$ cat src/rtl/des_expansion_inverse.sv
// Inverse of the DES E expansion: recovers the 32-bit half-block from a 48-bit
// expanded word and cross-checks the duplicated edge bits. Optional macro DES_EXPINV_SQUASH_EN drops faulty words.
module des_expansion_inverse #(
  parameter int FAULT_CNT_W = 8
) (
  input  logic                   wClk,
  input  logic                   wRst_n,
  input  logic [47:0]            wInData,
  input  logic                   wInValid,
  output logic                   rInReady,
  output logic [31:0]            rOutData,
  output logic [15:0]            rOutMismatch,
  output logic                   rOutError,
  output logic                   rOutValid,
  input  logic                   wOutReady,
  input  logic                   wClearFault,
  output logic                   rFaultSticky,
  output logic [FAULT_CNT_W-1:0] rFaultCount
);

  localparam logic [FAULT_CNT_W-1:0] CntMax = {FAULT_CNT_W{1'b1}};

  logic [31:0]            out_data_q, out_data_d;
  logic [15:0]            out_mism_q, out_mism_d;
  logic                   out_err_q, out_err_d;
  logic                   out_valid_q, out_valid_d;
  logic                   sticky_q, sticky_d;
  logic [FAULT_CNT_W-1:0] count_q, count_d;

  logic [31:0] rec_data;
  logic [15:0] mism;
  logic        faulty;
  logic        accept;

  assign rInReady = !out_valid_q || wOutReady;
  assign accept   = wInValid && rInReady;

  // DES numbering is MSB-first from 1: DES bit n of an N-bit vector is index N-n.
  always_comb begin
    rec_data = '0;
    mism     = '0;
    for (int k = 0; k < 8; k++) begin
      for (int i = 1; i <= 4; i++) begin
        rec_data[32-(4*k+i)] = wInData[48-(6*k+1+i)];
      end
      mism[16-(2*k+1)] = wInData[48-(6*k+1)] ^ wInData[48-(6*((k+7)%8)+5)];
      mism[16-(2*k+2)] = wInData[48-(6*k+6)] ^ wInData[48-(6*((k+1)%8)+2)];
    end
    faulty = |mism;
  end

  always_comb begin
    // NOTE: every next-state signal gets a hold default first so no path leaves it unassigned (no latches).
    out_data_d  = out_data_q;
    out_mism_d  = out_mism_q;
    out_err_d   = out_err_q;
    out_valid_d = out_valid_q;
    sticky_d    = sticky_q;
    count_d     = count_q;

    if (out_valid_q && wOutReady) out_valid_d = 1'b0;

`ifdef DES_EXPINV_SQUASH_EN
    if (accept && !faulty) begin
`else
    if (accept) begin
`endif
      out_valid_d = 1'b1;
      out_data_d  = rec_data;
      out_mism_d  = mism;
      out_err_d   = faulty;
    end

    // Clear has priority over a coincident faulty accept.
    if (wClearFault) begin
      sticky_d = 1'b0;
      count_d  = '0;
    end else if (accept && faulty) begin
      sticky_d = 1'b1;
      if (count_q != CntMax) count_d = count_q + 1'b1;
    end
  end

  // NOTE: sequential state uses non-blocking assignments only, so every flop samples pre-edge values.
  always_ff @(posedge wClk or negedge wRst_n) begin
    if (!wRst_n) begin
      out_data_q  <= '0;
      out_mism_q  <= '0;
      out_err_q   <= 1'b0;
      out_valid_q <= 1'b0;
      sticky_q    <= 1'b0;
      count_q     <= '0;
    end else begin
      out_data_q  <= out_data_d;
      out_mism_q  <= out_mism_d;
      out_err_q   <= out_err_d;
      out_valid_q <= out_valid_d;
      sticky_q    <= sticky_d;
      count_q     <= count_d;
    end
  end

  assign rOutData     = out_data_q;
  assign rOutMismatch = out_mism_q;
  assign rOutError    = out_err_q;
  assign rOutValid    = out_valid_q;
  assign rFaultSticky = sticky_q;
  assign rFaultCount  = count_q;

endmodule
$ cat config.mk
export PLATFORM = sky130hd
export DESIGN_NAME = des_expansion_inverse
export DESIGN_NICKNAME = d
export VERILOG_FILES = /design/src/rtl/des_expansion_inverse.sv
export SDC_FILE = /design/constraint.sdc
export NUM_CORES = 1
export LEC_CHECK = 0
export CORE_UTILIZATION = 38
export DETAILED_ROUTE_END_ITERATION = 8
export PLACE_DENSITY = 0.87
export REMOVE_ABC_BUFFERS = 1
export SLEW_MARGIN = 15
export SYNTH_ARGS = -nofsm -noshare
export SYNTH_HDL_FRONTEND = slang
export SYNTH_SLANG_ARGS = --single-unit
$ cat constraint.sdc
create_clock -name wClk -period 1.5 [get_ports wClk]
set_input_delay 0.3 -clock wClk [delete_from_list [all_inputs] [get_ports wClk]]
set_output_delay 0.3 -clock wClk [all_outputs]
set_load 0.02 [all_outputs]
==> results of run 1 <==
==> flip-flops by register name, indices dropped and copies added (netlist names) <==
register / cells
rOutData: 32
rOutMismatch: 16
rFaultCount: 8
rFaultSticky: 1
rOutError: 1
rOutValid: 1
==> cells in the mapped netlist, types with 2 or more instances <==
master,n
nand3_1,3
nand4_1,2
xnor2_1,8
mux2_2,8
mux2_4,6
dfrtp_1,59
nand2b_1,2
and4_4,2
nor2_1,6
and3_1,2
o21ai_0,8
nor4_2,3
buf_2,4
clkbuf_1,6
nor2b_1,7
xor2_1,8
nand2_1,108
nor3_2,3
==> cell type report <==
type	count	area, µm²
multi-input combinational	189	1350
clock inverter	7	68.8
tap	80	100
inverter	1	3.75
sequential	59	1480
fill	531	2380
clock buffer	9	124
timing repair buffer	147	1260
==> how the worst max path moves through the flow <==
stage	slack [ns]	cells after the start	to
finish	-0.15	6	rFaultCount[4]
global route	-0.19	6	rFaultCount[4]
CTS	-0.17	5	rFaultCount[5]
detailed placement	-0.70	7	rFaultCount[5]
global placement	-0.70	7	rFaultCount[4]
floorplan	-0.90	5	rFaultCount[3]
==> tightest hold or removal path, cell delays in order <==
cell	delay, ns
buf_6	0.08
nand2_1	0.04
nand2_1	0.05
==> repair_timing <==
item / 4_1_cts / 5_1_grt
setup endpoints to repair: 89 / 19
hold buffers: 1 / 0
resized for setup: 166 / 52
gates cloned: 0 / 0
pin swaps: 21 / 22
buffers inserted: 7 / 10
endpoints found under the hold margin: 59 / 0
==> stage by stage <==
stage / utilization (%) / setup slack, ns / std cells / cell area [µm²] / power, mW
2_1_floorplan: - / -0.900 / 249 / 2580 / 2.45
3_3_place_gp: 58.6 / -0.702 / 459 / 3960 / 3.14
3_5_place_dp: 58.6 / -0.704 / 459 / 3960 / 3.18
4_1_cts: 62.9 / -0.167 / 483 / 4250 / 4.50
5_1_grt: 64.7 / -0.195 / 492 / 4370 / 4.75
6_report: 64.7 / -0.151 / 492 / 4370 / 4.51
==> power by group through the flow <==
stage / clock, mW / combinational, mW / sequential (mW)
after floorplan: 0 / 0.276 / 2.18
after global placement: 0 / 1.23 / 1.91
final: 1.43 / 1.19 / 1.89
after detailed placement: 0 / 1.26 / 1.92
after CTS: 1.46 / 1.14 / 1.89
after global routing: 1.55 / 1.28 / 1.92
==> cells by family (layout without fill, tap and decap cells) <==
| group | Yosys count | count (layout) |
|---|---|---|
| flops | 59 | 59 |
| buf+inv | 13 | 164 |
| xor+xnor | 16 | 16 |
| simple gates | 144 | 144 |
| fa+ha+maj | 1 | 1 |
| compound gates | 13 | 13 |
| mux | 15 | 15 |
==> placed cells by master (no fill, tap or decap), drive strengths merged, types with 2 or more instances in the layout <==
master         netlist  routed
and3                 3       3
and4                 3       3
buf                  6      46
clkbuf               6      24
clkdlybuf4s15        0      11
clkdlybuf4s50        0      19
clkinv               0       4
clkinvlp             0       2
dfrtp               59      59
dlygate4sd2          0      55
mux2                14      14
nand2              109     109
nand2b               2       2
nand3                3       3
nand4                2       2
nor2                 6       6
nor2b                7       7
nor3                 4       4
nor4                 4       4
o21ai                8       8
xnor2                8       8
xor2                 8       8
==> routing by layer <==
layer  global-route usage [%]  up-vias
met5                        0        -
met4                     5.76        0
met3                     7.88        9
met2                     36.2       87
met1                     26.0     1146
li1                         -     1131
==> impl_results.md, run 1 <==
- Outcome: complete, but fails checks
- Violated checks: setup timing
- DR WL met3: 484 µm
- Simple logic cell fraction of the synthesized area: 25.8%
- CTS buffer count: 9
- Reg2reg end: rFaultCount[4]
- FP Rows: 30
- Routed wl met2: 3.85 mm
- Net Sw Frac: 31.9%
- Post-synthesis compound-gate area fraction: 3.08%
- Post-synth EDFFs: 0
- Tcrit/Tclk final: 110%
- Largest net degree at the start of global routing: 60
- Insertion delay to the later sink of the worst-skew pair: 0.34 ns
- Switch Pwr: 1.44 mW
- Startpoint type of the worst setup path: register
- Ys async rst share: 100%
- Final Hold Viols: 0
- Yosys warning total: 0
- WHS: 0.163 ns
- Worst R2R Setup Slack: -0.15 ns
- Min-Delay Endpoint: rOutData[19]
- Mapped Cells: 261
- Count of different cell masters after synthesis: 34
- Iter 0 DRT Violations: 84
- CP bufs+invs: 1
- Rel. slew slack: 77.8%
- Area contributors post-synth: dfrtp_1 56%, nand2_1 15%, mux2_2 3.4%
- Mapped Area: 2640 µm²
- Core area: 6760 µm²
- Routed wire length per instance: 15.1 µm
- Crit-path max cell delay: 0.38 ns
- Most used cell, CP: and3_4
- Pleak: 2.19 nW
- Post-Syn Area per Cell: 10.1 µm²
- Pre-Repair DR Iteration Count: 4
- M1 WL: 3.04 mm
- Fin crit period: 1.65 ns
- CTS tree: built
- Antenna-violating nets left: 0
- Clk_skew: 0.00902 ns
- Crit Path Max Fanout: 4
- Final setup violation count: 6
- Antenna cells: 0
- H-Tree Depth: 3
- Internal power: 3.07 mW
- Post-synthesis mux area share: 7.20%
- Power Dens Cells: 1030 nW/µm²
- # IOs: 113
- Largest family of logic cells by synthesized area: simple AND/OR/NAND/NOR gates
- Total Wirelength: 7.45 mm
- Post-route setup TNS: -0.717 ns
- Gr usage total: 21.5%
- Fmax: 606 MHz
- Worst Path Required: 1.72 ns
- Clk buf depth: 2
- Register area share after synthesis: 55.9%
- CP endpoint kind: register
- GRT Residual Overflow: 0
- Synthesized-area fraction occupied by adder cells: 0.473%
- Max layer used: met4
- Worst-Margin Slew: 0.334 ns
- Clk slew on worst S/H paths: 0.07 ns
- Area delta synth->final: 65.5%
- Critical path class: register to register
- Share of cells above drive strength 1: 31.6%
- Arrival time worst endpoint: 1.87 ns
- Reg2Reg Depth: 6
- First-pass GRT wire length: 11.9 mm
- Power share of the clock group: 31.6%
- Starting Density: 39.1%
- Comb power frac: 26.4%
- Final #Nets: 461
- Die Wd: 85.4 µm
- Worst Hold Class: primary input to register
- Crit path from: rFaultCount[4]
- Max_cap viols: 0
- Maximum vdd ir drop: 0.518 mV
- # DRC: 0
- Final setup margin: -0.151 ns
- Gpl congestion: 0.772
- Unrepaired setup endpoints after global routing: yes
- Xor/xnor share of the synthesized area: 5.30%
- Cell taking the most area after synthesis: dfrtp_1
- Root Buffer: clkbuf_8
- Die Ht: 85.4 µm
- Seq pwr share: 42.0%
- Synth top area share: 55.9%
- FF+latch count, synth: 59
- Most common flop cell mapped by yosys: dfrtp_1
- Cells on Worst Hold Path: 3
- Die area: 7290 µm²
- Vias per cell: 4.82
- Pins Over Slew Limit: 0
- Worst-path cell chain: and3_4 > and3_4 > and3_4 > buf_12 > nor4_4 > mux2_4
- Reg2reg start: rFaultCount[4]
- Hold_sp: wInData[28]
- Via Count: 2373
- Number of global-route vias before repair: 2418
- CTS Sinks: 59
- Antenna violations before repair: 0
- CP max-delay cell: dfrtp_1
- Post-DP HPWL: 4.84 mm
- Critical path's top delay family: simple AND/OR/NAND/NOR gates
- PortBufs: 112
Note: power is estimated with default switching activity, not from simulation.
==> run 2: changes to the inputs <==
- CTS_CLUSTER_DIAMETER: default -> 150
==> results of run 2 <==
Same layout as run 1: the final DEF is identical, and so are final timing and power.
==> run 3: changes to the inputs <==
- CORE_ASPECT_RATIO: default -> 1.75
- CTS_CLUSTER_SIZE: default -> 12
==> run 3 against run 2 <==
  * The run still ends with setup timing left
  * Cell count up 0.20%
  * Combinational power about the same
  * Design area up 0.86%
  * Critical endpoint unchanged
==> impl_results.md, run 3 (synthesis results as in run 1) <==
- Outcome: complete, but fails checks (unchanged)
- Violated checks: setup timing (unchanged)
- Commonest non-fill, non-tap cell in the layout: nand2_1 (unchanged)
- Worst Hold Class: primary input to register (unchanged)
- PortBufs: 112 (unchanged)
- Critical path class: register to register (unchanged)
- Largest net degree at the start of global routing: 57 (was 60)
- Antenna cells: 0 (unchanged)
- Unrepaired setup endpoints after global routing: yes (unchanged)
- Starting Density: 39.8% (was 39.1%)
- Power share of the clock group: 36.5% (was 31.6%)
- Worst Path Required: 1.70 ns (was 1.72 ns)
- FP Rows: 39 (was 30)
- Vias per cell: 4.81 (was 4.82)
- Final #Nets: 461 (unchanged)
- Max reg flops: 32 (unchanged)
- Routed wire length per instance: 14.9 µm (was 15.1 µm)
- Dpl cells: 463 (was 459)
- Worst slack, placed: -0.733 ns (was -0.704 ns)
- Antenna violations before repair: 0 (unchanged)
- Worst-Margin Slew: 0.301 ns (was 0.334 ns)
- Final Hold Viols: 0 (unchanged)
- Switch Pwr: 1.42 mW (was 1.44 mW)
- H-Tree Depth: 3 (unchanged)
- Seq pwr share: 39.1% (was 42.0%)
- CP endpoint kind: register (unchanged)
- CTS Sinks: 59 (unchanged)
- CTS tree: built (unchanged)
- Max_cap viols: 0 (unchanged)
- Net Sw Frac: 29.1% (was 31.9%)
- Placed inst area: 3980 µm² (was 3960 µm²)
- Maximum vdd ir drop: 0.661 mV (was 0.518 mV)
- Rel. slew slack: 79.9% (was 77.8%)
- Iter 0 DRT Violations: 82 (was 84)
- First-pass GRT wire length: 11.7 mm (was 11.9 mm)
- CTS buffer count: 9 (unchanged)
- Arrival time worst endpoint: 1.79 ns (was 1.87 ns)
- Cells on Worst Hold Path: 3 (unchanged)
- Internal power: 3.46 mW (was 3.07 mW)
- Insertion delay to the later sink of the worst-skew pair: 0.32 ns (was 0.34 ns)
- Post-route setup TNS: -0.247 ns (was -0.717 ns)
- Gpl congestion: 0.843 (was 0.772)
- Routed wl met2: 4.03 mm (was 3.85 mm)
- Clk slew on worst S/H paths: 0.05 ns (was 0.07 ns)
- Crit Path Max Fanout: 3 (was 4)
- Root Buffer: clkbuf_16 (was clkbuf_8)
- # DRC: 0 (unchanged)
- Final non-filler cell total: 493 (was 492)
- Share of cells above drive strength 1: 30.4% (was 31.6%)
- Pre-Repair DR Iteration Count: 4 (unchanged)
- Antenna-violating nets left: 0 (unchanged)
- Fin crit period: 1.59 ns (was 1.65 ns)
- Max layer used: met4 (unchanged)
- Startpoint type of the worst setup path: register (unchanged)
- Clk buf depth: 2 (unchanged)
- Final setup violation count: 5 (was 6)
- Reg2Reg Depth: 6 (unchanged)
- Final setup margin: -0.0914 ns (was -0.151 ns)
- Total Wirelength: 7.34 mm (was 7.45 mm)
- Via Count: 2373 (unchanged)
- Die area: 7300 µm² (was 7290 µm²)
- Tcrit/Tclk final: 106% (was 110%)
- Die Wd: 65.0 µm (was 85.4 µm)
- WHS: 0.213 ns (was 0.163 ns)
- # IOs: 113 (unchanged)
- M1 WL: 2.80 mm (was 3.04 mm)
- GRT Residual Overflow: 0 (unchanged)
- Area delta synth->final: 67.0% (was 65.5%)
- Comb power frac: 24.4% (was 26.4%)
- Fmax: 628 MHz (was 606 MHz)
- Post-DP HPWL: 5.25 mm (was 4.84 mm)
- Pins Over Slew Limit: 0 (unchanged)
- Most frequent cells in the layout: 108 x nand2_1, 60 x dlygate4sd2_1, 59 x dfrtp_1 (was 108 x nand2_1, 59 x dfrtp_1, 55 x dlygate4sd2_1)
- Power Dens Cells: 1100 nW/µm² (was 1030 nW/µm²)
- Final core occ: 66.5% (was 64.7%)
- Pleak: 2.24 nW (was 2.19 nW)
- Core area: 6640 µm² (was 6760 µm²)
- Total power: 4.87 mW (was 4.51 mW)
- Final Instance Area: 4410 µm² (was 4370 µm²)
- Gr usage total: 21.1% (was 21.5%)
- Number of global-route vias before repair: 2446 (was 2418)
- DR WL met3: 305 µm (was 484 µm)
- Clk_skew: 0.00503 ns (was 0.00902 ns)
- Die Ht: 112 µm (was 85.4 µm)
-- run 3: worst paths after layout --
kind | from | slack (ns) | end
max | rFaultCount[0] | -0.09 | rFaultCount[4]
min | wInData[7] | 0.21 | rOutData[4]
max reg2reg | rFaultCount[0] | -0.09 | rFaultCount[4]
min reg2reg | rOutData[29] | 0.46 | rOutData[29]
max in group asynchronous | wRst_n | 0.67 | rOutData[13]
min in group asynchronous | wRst_n | 0.33 | rOutData[3]
-- run 3: power by group through the flow --
| stage | logic (mW) | clock network, mW | registers, mW |
|---|---|---|---|
| detailed placement | 1.27 | 0 | 1.94 |
| finish | 1.19 | 1.78 | 1.90 |
| CTS | 1.16 | 1.82 | 1.91 |
| global placement | 1.24 | 0 | 1.92 |
| floorplan | 0.276 | 0 | 2.18 |
| global route | 1.28 | 1.88 | 1.93 |
-- run 3: critical path: stages, from the launching register on --
cell and delay [ns]:
dfrtp_1 0.35, ha_2 0.19, buf_4 0.10, buf_4 0.11, nand3_2 0.09, nor4_4 0.30
mux2_4 0.33
-- run 3: timing repair --
action                                  4_1_cts  5_1_grt
endpoints found under the setup margin       79       29
endpoints found under the hold margin         3        0
pin swaps                                    28       27
hold buffers                                  1        0
gates resized for setup                     160       47
setup buffers                                10        5
-- run 3: metal layers --
layer,vias to the layer above,track usage (%)
met1,1136,25.1
met4,0,8.41
li1,1131,-
met5,-,0
met2,87,36.3
met3,19,4.37
-- run 3: layout make-up --
class	instances	area, µm²
Inverter	1	3.75
Clock inverter	3	15.0
Fill cell	551	2220
Tap cell	82	103
Multi-Input combinational cell	189	1340
Clock buffer	12	246
Timing Repair Buffer	147	1220
Sequential cell	59	1480
